[config.mk]
export PLATFORM = sky130hd
export DESIGN_NAME = dcp_tx_fmt
export DESIGN_NICKNAME = d
export VERILOG_FILES = /design/src/rtl/dcp_pkg.sv /design/src/rtl/dcp_hex2ascii.sv /design/src/rtl/dcp_tx_fmt.sv
export SDC_FILE = /design/constraint.sdc
export NUM_CORES = 1
export LEC_CHECK = 0
export ABC_AREA = 0
export CAP_MARGIN = 0
export CORE_MARGIN = 2
export CORE_UTILIZATION = 30
export DETAILED_ROUTE_END_ITERATION = 10
export PLACE_DENSITY_LB_ADDON = 0.15
export SYNTH_ARGS = -nofsm -noshare
export SYNTH_HDL_FRONTEND = slang
export SYNTH_SLANG_ARGS = --single-unit
[constraint.sdc]
create_clock -name clk -period 2.78 [get_ports clk]
set_input_delay 0.834 -clock clk [delete_from_list [all_inputs] [get_ports clk]]
set_output_delay 0.834 -clock clk [all_outputs]
set_load 0.03 [all_outputs]
[src/rtl/dcp_pkg.sv]
// Shared types and constants for the debug command processor TX path.
// Optional macro DCP_TX_SPACE_EN adds the trailing-space state.
package dcp_pkg;

  typedef enum logic [2:0] {
    ST_IDLE     = 3'd0,
    ST_SEND     = 3'd1,
    ST_ACK      = 3'd2,
    ST_WAIT_LOW = 3'd3
`ifdef DCP_TX_SPACE_EN
    ,
    ST_SPACE    = 3'd4
`endif
  } tx_state_e;

  localparam logic [7:0] ASCII_0  = 8'h30;
  localparam logic [7:0] ASCII_UA = 8'h41;
  localparam logic [7:0] ASCII_LA = 8'h61;
  localparam logic [7:0] ASCII_SP = 8'h20;

  localparam logic TYPE_BYTE = 1'b0;
  localparam logic TYPE_WORD = 1'b1;

endpackage

[src/rtl/dcp_hex2ascii.sv]
// Nibble to ASCII hex character, case selected by upper.
// Purely combinational.
module dcp_hex2ascii
  import dcp_pkg::*;
(
  input  logic [3:0] nib,
  input  logic       upper,
  output logic [7:0] ascii
);

  // 0-9 from '0', 10-15 from 'A' or 'a'
  always_comb begin
    if (nib < 4'd10) begin
      ascii = ASCII_0 + {4'h0, nib};
    end else begin
      ascii = (upper ? ASCII_UA : ASCII_LA)
            + {4'h0, nib} - 8'd10;
    end
  end

endmodule

[src/rtl/dcp_tx_fmt.sv]
// Serialises raw-byte / hex-word print requests onto a UART byte port.
// Define DCP_TX_SPACE_EN to append 0x20 after every hex word.
module dcp_tx_fmt
  import dcp_pkg::*;
#(
  parameter int HEX_DIGITS = 8,
  parameter int HEX_UPPER  = 1
) (
  input  logic        clk,
  input  logic        rstn,
  input  logic        req_tx,
  input  logic        type_tx,
  input  logic [31:0] din,
  output logic        ack_tx,
  output logic [7:0]  tx_data,
  output logic        tx_vld,
  input  logic        tx_rdy,
  output logic        busy
);

  localparam logic [2:0] LAST_IDX = 3'(HEX_DIGITS - 1);

  tx_state_e   st_q, st_d;
  logic [31:0] word_q, word_d;
  logic        type_q, type_d;
  logic [2:0]  cnt_q, cnt_d;
  logic [7:0]  tx_data_q, tx_data_d;
  logic        tx_vld_q, tx_vld_d;
  logic        ack_q, ack_d;
  logic        busy_q, busy_d;

  logic [31:0] src;
  logic [2:0]  idx;
  logic [3:0]  nib;
  logic [7:0]  hex_c;
  logic        upper;

  assign upper = (HEX_UPPER != 0);

  // Next digit: top digit of din on accept, else next lower latched digit
  always_comb begin
    src = (st_q == ST_IDLE) ? din : word_q;
    idx = (st_q == ST_IDLE) ? LAST_IDX : cnt_q - 3'd1;
    nib = src[{idx, 2'b00} +: 4];
  end

  dcp_hex2ascii u_hex (
    .nib   (nib),
    .upper (upper),
    .ascii (hex_c)
  );

  // Next-state and registered-output computation
  always_comb begin
    st_d      = st_q;
    word_d    = word_q;
    type_d    = type_q;
    cnt_d     = cnt_q;
    tx_data_d = tx_data_q;
    tx_vld_d  = tx_vld_q;
    ack_d     = 1'b0;
    busy_d    = busy_q;
    case (st_q)
      ST_IDLE: begin
        if (req_tx) begin
          st_d     = ST_SEND;
          word_d   = din;
          type_d   = type_tx;
          cnt_d    = LAST_IDX;
          tx_vld_d = 1'b1;
          busy_d   = 1'b1;
          tx_data_d = (type_tx == TYPE_BYTE)
                    ? din[7:0] : hex_c;
        end
      end
      ST_SEND: begin
        if (tx_rdy) begin
          if (type_q == TYPE_WORD && cnt_q != 3'd0) begin
            cnt_d     = cnt_q - 3'd1;
            tx_data_d = hex_c;
          end
`ifdef DCP_TX_SPACE_EN
          else if (type_q == TYPE_WORD) begin
            st_d      = ST_SPACE;
            tx_data_d = ASCII_SP;
          end
`endif
          else begin
            st_d     = ST_ACK;
            tx_vld_d = 1'b0;
            ack_d    = 1'b1;
          end
        end
      end
`ifdef DCP_TX_SPACE_EN
      ST_SPACE: begin
        if (tx_rdy) begin
          st_d     = ST_ACK;
          tx_vld_d = 1'b0;
          ack_d    = 1'b1;
        end
      end
`endif
      ST_ACK: begin
        st_d = ST_WAIT_LOW;
      end
      ST_WAIT_LOW: begin
        if (!req_tx) begin
          st_d   = ST_IDLE;
          busy_d = 1'b0;
        end
      end
      default: begin
        st_d     = ST_IDLE;
        tx_vld_d = 1'b0;
        busy_d   = 1'b0;
      end
    endcase
  end

  // State and output registers
  always_ff @(posedge clk or negedge rstn) begin
    if (!rstn) begin
      st_q      <= ST_IDLE;
      word_q    <= 32'h0;
      type_q    <= TYPE_BYTE;
      cnt_q     <= 3'd0;
      tx_data_q <= 8'h00;
      tx_vld_q  <= 1'b0;
      ack_q     <= 1'b0;
      busy_q    <= 1'b0;
    end else begin
      st_q      <= st_d;
      word_q    <= word_d;
      type_q    <= type_d;
      cnt_q     <= cnt_d;
      tx_data_q <= tx_data_d;
      tx_vld_q  <= tx_vld_d;
      ack_q     <= ack_d;
      busy_q    <= busy_d;
    end
  end

  assign ack_tx  = ack_q;
  assign tx_data = tx_data_q;
  assign tx_vld  = tx_vld_q;
  assign busy    = busy_q;

endmodule

### After elaboration in Yosys (flattened, before gate mapping)

Index checks and enable logic that the tools add are counted.

| storage, ports and cells | value |
|---|---|
| register bits after elaboration | 50 |
| output and inout bits | 11 |
| logic and storage cells | 61 |

| operators by class | value |
|---|---|
| add/sub/neg operators | 4 |
| order comparisons | 1 |
| eq/ne operators | 8 |
| shift operators | 1 |
| muxes and demuxes | 26 |
| bitwise operators | 2 |
| reduce and logical (&&, ||, !) cells | 11 |

Operators with widths:

| cell | number |
|---|---|
| two-way mux 8 bit | 5 |
| two-way mux 32 bit | 1 |
| variable part select 32 x 6 -> 4 bit | 1 |
| two-way mux 3 bit | 8 |
| one-hot mux 8 bit (2 select lines) | 1 |
| one-hot mux 3 bit (4 select lines) | 1 |
| AND reduction 4 bit | 3 |
| inequality test 2 bit (second input constant) | 5 |
| adder 7 x 4 -> 8 bit (first input constant) | 1 |
| subtractor 8 x 4 -> 8 bit (second input constant) | 1 |
| adder 6 x 4 -> 7 bit (first input constant) | 1 |
| two-way mux 1 bit | 7 |
| == test 3 x 2 -> 1 bit (second input constant) | 2 |
| one-hot mux 1 bit (3 select lines) | 2 |
| one-hot mux 3 bit (2 select lines) | 1 |
| less-than comparator 4 bit (second input constant) | 1 |
| OR reduction 2 bit | 2 |
| == test 3 x 1 -> 1 bit (second input constant) | 1 |
| zero test 3 bit | 1 |
| AND reduction 3 bit | 1 |
| nonzero test 3 bit | 1 |
| subtractor 3 x 1 -> 3 bit (second input constant) | 1 |
| inverter 1 bit | 2 |
| AND reduction 2 bit | 1 |
| other kinds (2) | 2 |

### Depth between registers and ports, before layout

Gate-level depths: netlist of run 1.

| logic depth | value |
|---|---|
| depth after elaboration | 9 |
| gate-level depth with buffers | 12 |

### Modules after synthesis

From an unflattened synthesis of run 1, not the netlist that was laid out.

| unflattened totals | value |
|---|---|
| cells, all modules | 198 |
| area total of the unflattened synthesis | 2443.6 sq um |

By module, submodules not included:

| module | times used | cells an instance | area an instance (sq um) | sequential area each (sq um) |
|---|---|---|---|---|
| dcp_tx_fmt | 1 | 180 | 2323.5 | 1226.2 |
| dcp_hex2ascii | 1 | 18 | 120.1 | 0.0 |

### Least setup slack after synthesis of run 1

OpenSTA, ideal clock, no wires.

| timing | value |
|---|---|
| path type | flip-flop to flip-flop |
| start | register cnt_q[0] |
| end | register tx_data_q[1], in the netlist tx_data[1] |
| library setup time | 0.126 ns |
| arrival time | 2.426 ns |
| required time | 2.654 ns |
| setup slack | 0.228 ns |
| stages on the path, launching flop included | 12 |
| buffers on the path | 2 |
| path through | dfrtp_1 buf_6 buf_6 inv_1 ha_1 ha_1 or2_2 a221oi_2 a221oi_4 ha_1 a21oi_1 a221o_1 |

| between the ends | value |
|---|---|
| cells in the longest elaborated chain, start to end | 9 |
| elaborated cells on any way between the ends | 17 |
| classes of those cells | add/sub (4); order compare (1); eq/ne (1); shift (1); mux (7); reduce/logical (3) |

Ends and longest elaborated chain:

| element | RTL line | RTL |
|---|---|---|
| start, declared | dcp_tx_fmt.sv:26 | `logic [2:0] cnt_q, cnt_d;` |
| start signal, assigned | dcp_tx_fmt.sv:136 | `cnt_q <= cnt_d;` |
| subtractor 3 x 1 -> 3 bit | dcp_tx_fmt.sv:43 | `idx = (st_q == ST_IDLE) ? LAST_IDX : cnt_q - 3'd1;` |
| two-way mux 3 bit | dcp_tx_fmt.sv:43 |  |
| variable part select 32 x 6 -> 4 bit | dcp_tx_fmt.sv:44 | `nib = src[{idx, 2'b00} +: 4];` |
| adder 7 x 4 -> 8 bit | dcp_hex2ascii.sv:17 | `+ {4'h0, nib} - 8'd10;` |
| subtractor 8 x 4 -> 8 bit | dcp_hex2ascii.sv:17 |  |
| two-way mux 8 bit | dcp_hex2ascii.sv:13 | `if (nib < 4'd10) begin` |
| two-way mux 8 bit (on tied branches) | dcp_tx_fmt.sv:78, dcp_tx_fmt.sv:73 |  |
| two-way mux 8 bit (on tied branches) | dcp_tx_fmt.sv:77, dcp_tx_fmt.sv:65 |  |
| one-hot mux 8 bit (2 select lines) | dcp_tx_fmt.sv:63 | `case (st_q)` |
| end signal, assigned | dcp_tx_fmt.sv:137 | `tx_data_q <= tx_data_d;` |
| end, declared | dcp_tx_fmt.sv:27 | `logic [7:0] tx_data_q, tx_data_d;` |

Several ways; a longest one is shown, not always the timed one. The select of a mux whose other input is x is not followed.
A chain may end at the register's enable or synchronous reset.

### Final worst setup path of run 1

| timing | value |
|---|---|
| start | register cnt_q[0] |
| end | register tx_data_q[6], in the netlist tx_data[6] |

The elaborated chain is that of the path after synthesis.

==> results of run 1 <==
-- through the flow --
step | hold WS, ns | instance area, µm²
after CTS | 0.498 | 3260
after floorplan | 0.472 | 2510
after global placement | 0.474 | 3140
final | 0.500 | 3260
after global routing | 0.527 | 3260
after detailed placement | 0.468 | 3140
-- critical path, cell delays in order (launching register included) --
cell	delay, ns
dfrtp_1	0.35
inv_1	0.04
ha_1	0.18
ha_1	0.39
mux4_2	0.32
and2_0	0.14
a221o_1	0.31
inv_1	0.09
ha_1	0.19
o21ai_1	0.11
a31o_1	0.25
-- layer usage --
layer  GRT usage, %  wire length [µm]  part of all wire (%)  vias to the layer above
li1               -                 -                     -                      856
met1           18.8              2680                    47                      893
met2           21.1              2710                    48                       41
met3           3.08               230                   4.0                        6
met4           4.05                82                   1.4                        0
met5              0                 0                     0                        -
-- final cells by class --
class / instances / area share, %
clock buffer: 5 / 2.11
clock inverter: 3 / 1.42
inverter: 7 / 0.806
multi-input combinational: 135 / 37.0
sequential: 49 / 37.6
tap: 105 / 4.03
timing repair buffer: 57 / 17.0
-- logic make-up (layout without fill, tap and decap cells) --
kind of cell             count (synthesis)  count (layout)  synth area share [%]
buffers and inverters                   16              72                  3.09
AO/OA/AOI/OAI                           40              40                  13.6
AND/OR/NAND/NOR                         39              39                  7.98
multiplexers                            48              48                  22.5
adder cells (fa/ha/maj)                  8               8                  3.99
flip-flops                              49              49                  48.9
-- power by group through the flow --
stage	clock, mW	combinational (mW)	sequential [mW]
final	0.523	2.00	1.24
after global routing	0.570	2.19	1.29
after CTS	0.548	2.02	1.25
after detailed placement	0	2.01	1.26
after global placement	0	2.01	1.26
after floorplan	0	1.31	1.34
-- registers in the layout, indices dropped and copies added, names as in the netlist --
name / cells
busy: 1
st_q: 2
ack_tx: 1
tx_data: 8
tx_vld: 1
word_q: 32
type_q: 1
cnt_q: 3
-- placed cells by master, fill, tap and decap left out, types with 2 or more instances in the layout --
cell,instances
ha_1,8
a221oi_4,2
a221o_1,3
buf_4,9
and3_1,3
inv_1,7
clkdlybuf4s50_1,46
nand2_1,9
nand4b_1,2
clkbuf_8,5
a22oi_1,2
nand2b_1,3
dfrtp_1,49
mux2i_1,7
mux4_2,3
o21ai_1,2
nor2_1,10
o31ai_1,2
mux2_2,37
nor2b_1,2
a21oi_1,9
nand3_1,4
o21ai_0,4
-- final timing paths --
path / startpoint / depth (start not counted) / end
max: cnt_q[0]$_DFFE_PN0P_ / 10 / tx_data[6]$_DFFE_PN0P_
max in group asynchronous: rstn / 2 / cnt_q[2]$_DFFE_PN0P_
max reg2reg: cnt_q[0]$_DFFE_PN0P_ / 10 / tx_data[6]$_DFFE_PN0P_
min in group asynchronous: rstn / 1 / word_q[19]$_DFFE_PN0P_
min reg2reg: tx_data[7]$_DFFE_PN0P_ / 2 / tx_data[7]$_DFFE_PN0P_
min: tx_data[7]$_DFFE_PN0P_ / 2 / tx_data[7]$_DFFE_PN0P_
==> results.yml, run 1 <==
drt:
  wl_per_cell_um: 15.8
  firstDrtPassIters: 4
  routed_wirelength_mm: 5.70
  vias: 1796
  drc_errors: 0
  via_per_inst: 4.98
  drt_iter0_markers: 81
  ant_nets: 0
power_and_ir_drop:
  combPwrFrac_pct: 53.1
  peakVddDrop_mv: 0.429
  clock_power_share_pct: 13.9
  p_int_mw: 2.31
  swShare_pct: 38.7
  fin_total_pwr_mw: 3.76
  p_seq_share_pct: 33.0
  p_per_area_nw_per_um2: 1160
  p_leak_nw: 1.40
  netSwitchingPower_mw: 1.46
placed_design:
  port_buffers: 47
  place_inst: 353
  finalWeightedCongestion: 0.851
  dp_slack_ns: 0.284
  dp_hpwl_mm: 4.26
timing:
  clock.fmax_mhz: 404
  setup_viol: 0
  rsz0062_at_grt: "false"
  setup_ws_ns: 0.304
  hold_viol_final: 0
  fin_crit_sh_pct: 89.1
  worst_pin_slew_ns: 0.576
  slew_viol_final: 0
  maxSlewHeadroom_pct: 61.6
  finalClockSkew_ns: 0.00566
  finalCriticalPeriod_ns: 2.48
  fin_tns_setup_ns: 0
final_layout:
  drive_above_1_share_pct: 25.4
  multi_input_area_um2: 1210
  regArea_um2: 1230
  diodes: 0
  final_cells: 361
  num-nets-final: 300
  final.fill_count: 805
  area_growth_pct: 29.8
  fin_util_pct: 39.9
min_path:
  hold_class: "reg -> reg"
synthesis:
  synth_top_area_share_pct: 48.9
  synth_nets: 245
  synth_area_leaders: "dfrtp_1, mux2_2, ha_1"
  syn_area_um2: 2510
  ys.flop_type: "dfrtp_1"
  yosys-top-cells-count: "dfrtp_1, mux2_2, nor2_1"
  synth-seq-cells: 49
  ys_seq_area_share_pct: 48.9
  yosysWarnings: 0
  ys_async_sr_fraction_pct: 100
  synth_most_common_cell: "dfrtp_1"
  synth_top_area_cell: "dfrtp_1"
  synth_cells: 200
  synth_cell_types: 48
  synth_edf_count: 0
  syn_area_per_cell_um2: 12.5
clock_network:
  cts_hold_buffers: 0
  clk_pin_slew_worst_paths_ns: 0.09
  htree_levels: 2
  cts_buffer_depth: 2
  root_buffer: "clkbuf_8"
  insertion_delay_ns: 0.30
  clock-sinks: 49
  numCtsBuffers: 5
  tritoncts: "yes"
  cts_setup_buffers: 0
  cts_resized: 0
grt:
  grt_pass1_wl_mm: 9.32
  track_usage_pct: 13.5
  antenna_found_initial: 0
  grt_pass1_vias: 1813
  grt-ovfl-total: 0
  grt_start_max_net_pins: 26
setup_path:
  critPathKind: "reg -> reg"
  reg2reg_slack_ns: 0.30
  cp.required_ns: 2.98
  path_max_fanout: 6
  worstPathArrival_ns: 2.68
  end_kind: "register"
  critPathLaunchType: "register"
floorplanning:
  chipHeight_um: 95.5
  io_pins: 48
  coreArea_um2: 8180
  die_area_um2: 9110
  initial_core_util_pct: 30.7
  die_w_um: 95.5
  rows: 33
outcome:
  status: "complete, no violations"
flow_run:
  maxCapViolations: 0
Note: power is estimated with default switching activity, not from simulation.
==> run 2, diff against run 1 <==
- CORE_UTILIZATION: 30 -> 45
- GPL_TIMING_DRIVEN: default -> 0
==> results.yml, run 2 (synthesized netlist as in run 1, its figures left out) <==
setup_path:
  worstPathArrival_ns: 2.87
  critPathKind: "reg -> reg"
  path_max_fanout: 10
  path_buf_inv: 4
  timing.critical_path.cells: "buf_6 -> buf_12 -> inv_1 -> ha_1 -> ha_4 -> mux4_2 -> and2_0 -> a221o_1 -> inv_2 -> ha_2 -> o21ai_1 -> a31o_1"
  critPathLaunchType: "register"
  end_kind: "register"
  max_stage_delay_ns: 0.37
  critPathTopFamily: "adder cells"
  cp.required_ns: 2.98
  cp_slowest_cell: "dfrtp_1"
final_layout:
  final_cells: 334
  final_common_cell: "dfrtp_1"
  area_growth_pct: 30.3
  layout_common_cells: "dfrtp_1, clkdlybuf4s50_1, mux2_2, nor2_1"
  final.fill_count: 493
  drive_above_1_share_pct: 26.7
  largest_reg_flops: 32
  diodes: 0
  num-nets-final: 306
  top_register: "word_q"
placed_design:
  place_inst: 320
  dp_hpwl_mm: 4.02
  port_buffers: 47
  dp_slack_ns: -0.0579
  finalWeightedCongestion: 0.761
drt:
  ant_nets: 0
  drt_iter0_markers: 79
  firstDrtPassIters: 4
  vias: 1809
  drc_errors: 0
  routed_wirelength_mm: 5.47
  via_per_inst: 5.42
  wl_per_cell_um: 16.4
clock_network:
  root_buffer: "clkbuf_8"
  insertion_delay_ns: 0.30
  cts_hold_buffers: 0
  clk_pin_slew_worst_paths_ns: 0.09
  cts_buffer_depth: 2
  htree_levels: 2
  tritoncts: "yes"
  clock-sinks: 49
  numCtsBuffers: 5
timing:
  hold_viol_final: 0
  worst_pin_slew_ns: 0.715
  setup_ws_ns: 0.105
  clock.fmax_mhz: 374
  maxSlewHeadroom_pct: 52.3
  fin_crit_sh_pct: 96.2
  slew_viol_final: 0
  finalClockSkew_ns: 0.00415
  finalCriticalPeriod_ns: 2.67
  setup_viol: 0
outcome:
  status: "complete, no violations"
power_and_ir_drop:
  p_per_area_nw_per_um2: 1170
  peakVddDrop_mv: 0.556
  p_leak_nw: 1.41
floorplanning:
  coreArea_um2: 5440
  die_area_um2: 6190
  rows: 27
  die_w_um: 78.7
  io_pins: 48
  chipHeight_um: 78.7
  initial_core_util_pct: 46.1
grt:
  grt_pass1_vias: 1849
  grt_start_max_net_pins: 35
  grt-ovfl-total: 0
  grt_pass1_wl_mm: 9.01
  antenna_found_initial: 0
  track_usage_pct: 18.9
flow_run:
  maxCapViolations: 0
min_path:
  hold_class: "in -> async"
-- run 2: cell count changes in the layout (fill, tap and decap cells not counted), moves of 2 or more --
| cell | before | now |
|---|---|---|
| buf_1 | 0 | 3 |
| buf_4 | 9 | 6 |
| clkbuf_1 | 0 | 3 |
| ha_1 | 8 | 6 |
-- run 2: power breakdown --
part | switching, mW | internal (mW) | leakage [nW]
clock | 0.237 | 0.270 | 0.0554
sequential | 0.185 | 1.06 | 0.576
combinational | 1.04 | 1.03 | 0.781
-- run 2: path summary, 6_finish.rpt --
kind                                                to  cells past startpoint                   start  slack, ns
max in group asynchronous       tx_data[4]$_DFFE_PN0P_                      2                    rstn       1.82
worst max-delay path            tx_data[6]$_DFFE_PN0P_                     12    cnt_q[0]$_DFFE_PN0P_       0.11
min in group clk                tx_data[7]$_DFFE_PN0P_                      2  tx_data[7]$_DFFE_PN0P_       0.48
worst min-delay path                  busy$_DFFE_PN0P_                      1                    rstn       0.45
worst min register to register  tx_data[7]$_DFFE_PN0P_                      2  tx_data[7]$_DFFE_PN0P_       0.48
worst max register to register  tx_data[6]$_DFFE_PN0P_                     12    cnt_q[0]$_DFFE_PN0P_       0.11
-- run 2: per-stage QoR --
step	cell area [µm²]	utilization [%]	power, mW	setup TNS [ns]	hold WS (ns)
finish	3270	60.1	3.82	0	0.449
global route	3270	60.1	4.10	-0.00760	0.453
CTS	3210	59.0	3.73	0	0.458
detailed placement	3090	56.7	3.20	-0.0907	0.473
global placement	3070	56.5	3.16	-30.78	0.454
floorplan	2510	-	2.66	0	0.472
-- run 2: what timing repair did --
item | CTS | global route
gates resized for setup | 3 | 6
gates cloned | 0 | 0
buffers inserted | 0 | 6
endpoints found under the setup margin | 3 | 4
pin swaps | 0 | 3
-- run 2: layout make-up --
| cell class | count | area [µm²] | share of cell area (%) |
|---|---|---|---|
| Buffer | 9 | 60.1 | 1.84 |
| Clock buffer | 6 | 72.6 | 2.22 |
| Multi-Input combinational cell | 135 | 1230 | 37.5 |
| Inverter | 7 | 26.3 | 0.803 |
| Tap cell | 72 | 90.1 | 2.75 |
| Sequential cell | 49 | 1230 | 37.5 |
| Timing Repair Buffer | 54 | 531 | 16.2 |
| Clock inverter | 2 | 38.8 | 1.19 |
-- run 2: metal layers --
metal	GRT usage (%)	wire length (µm)
met3	3.91	245
met1	25.7	2490
met2	30.6	2700
met4	5.26	34
met5	0	0
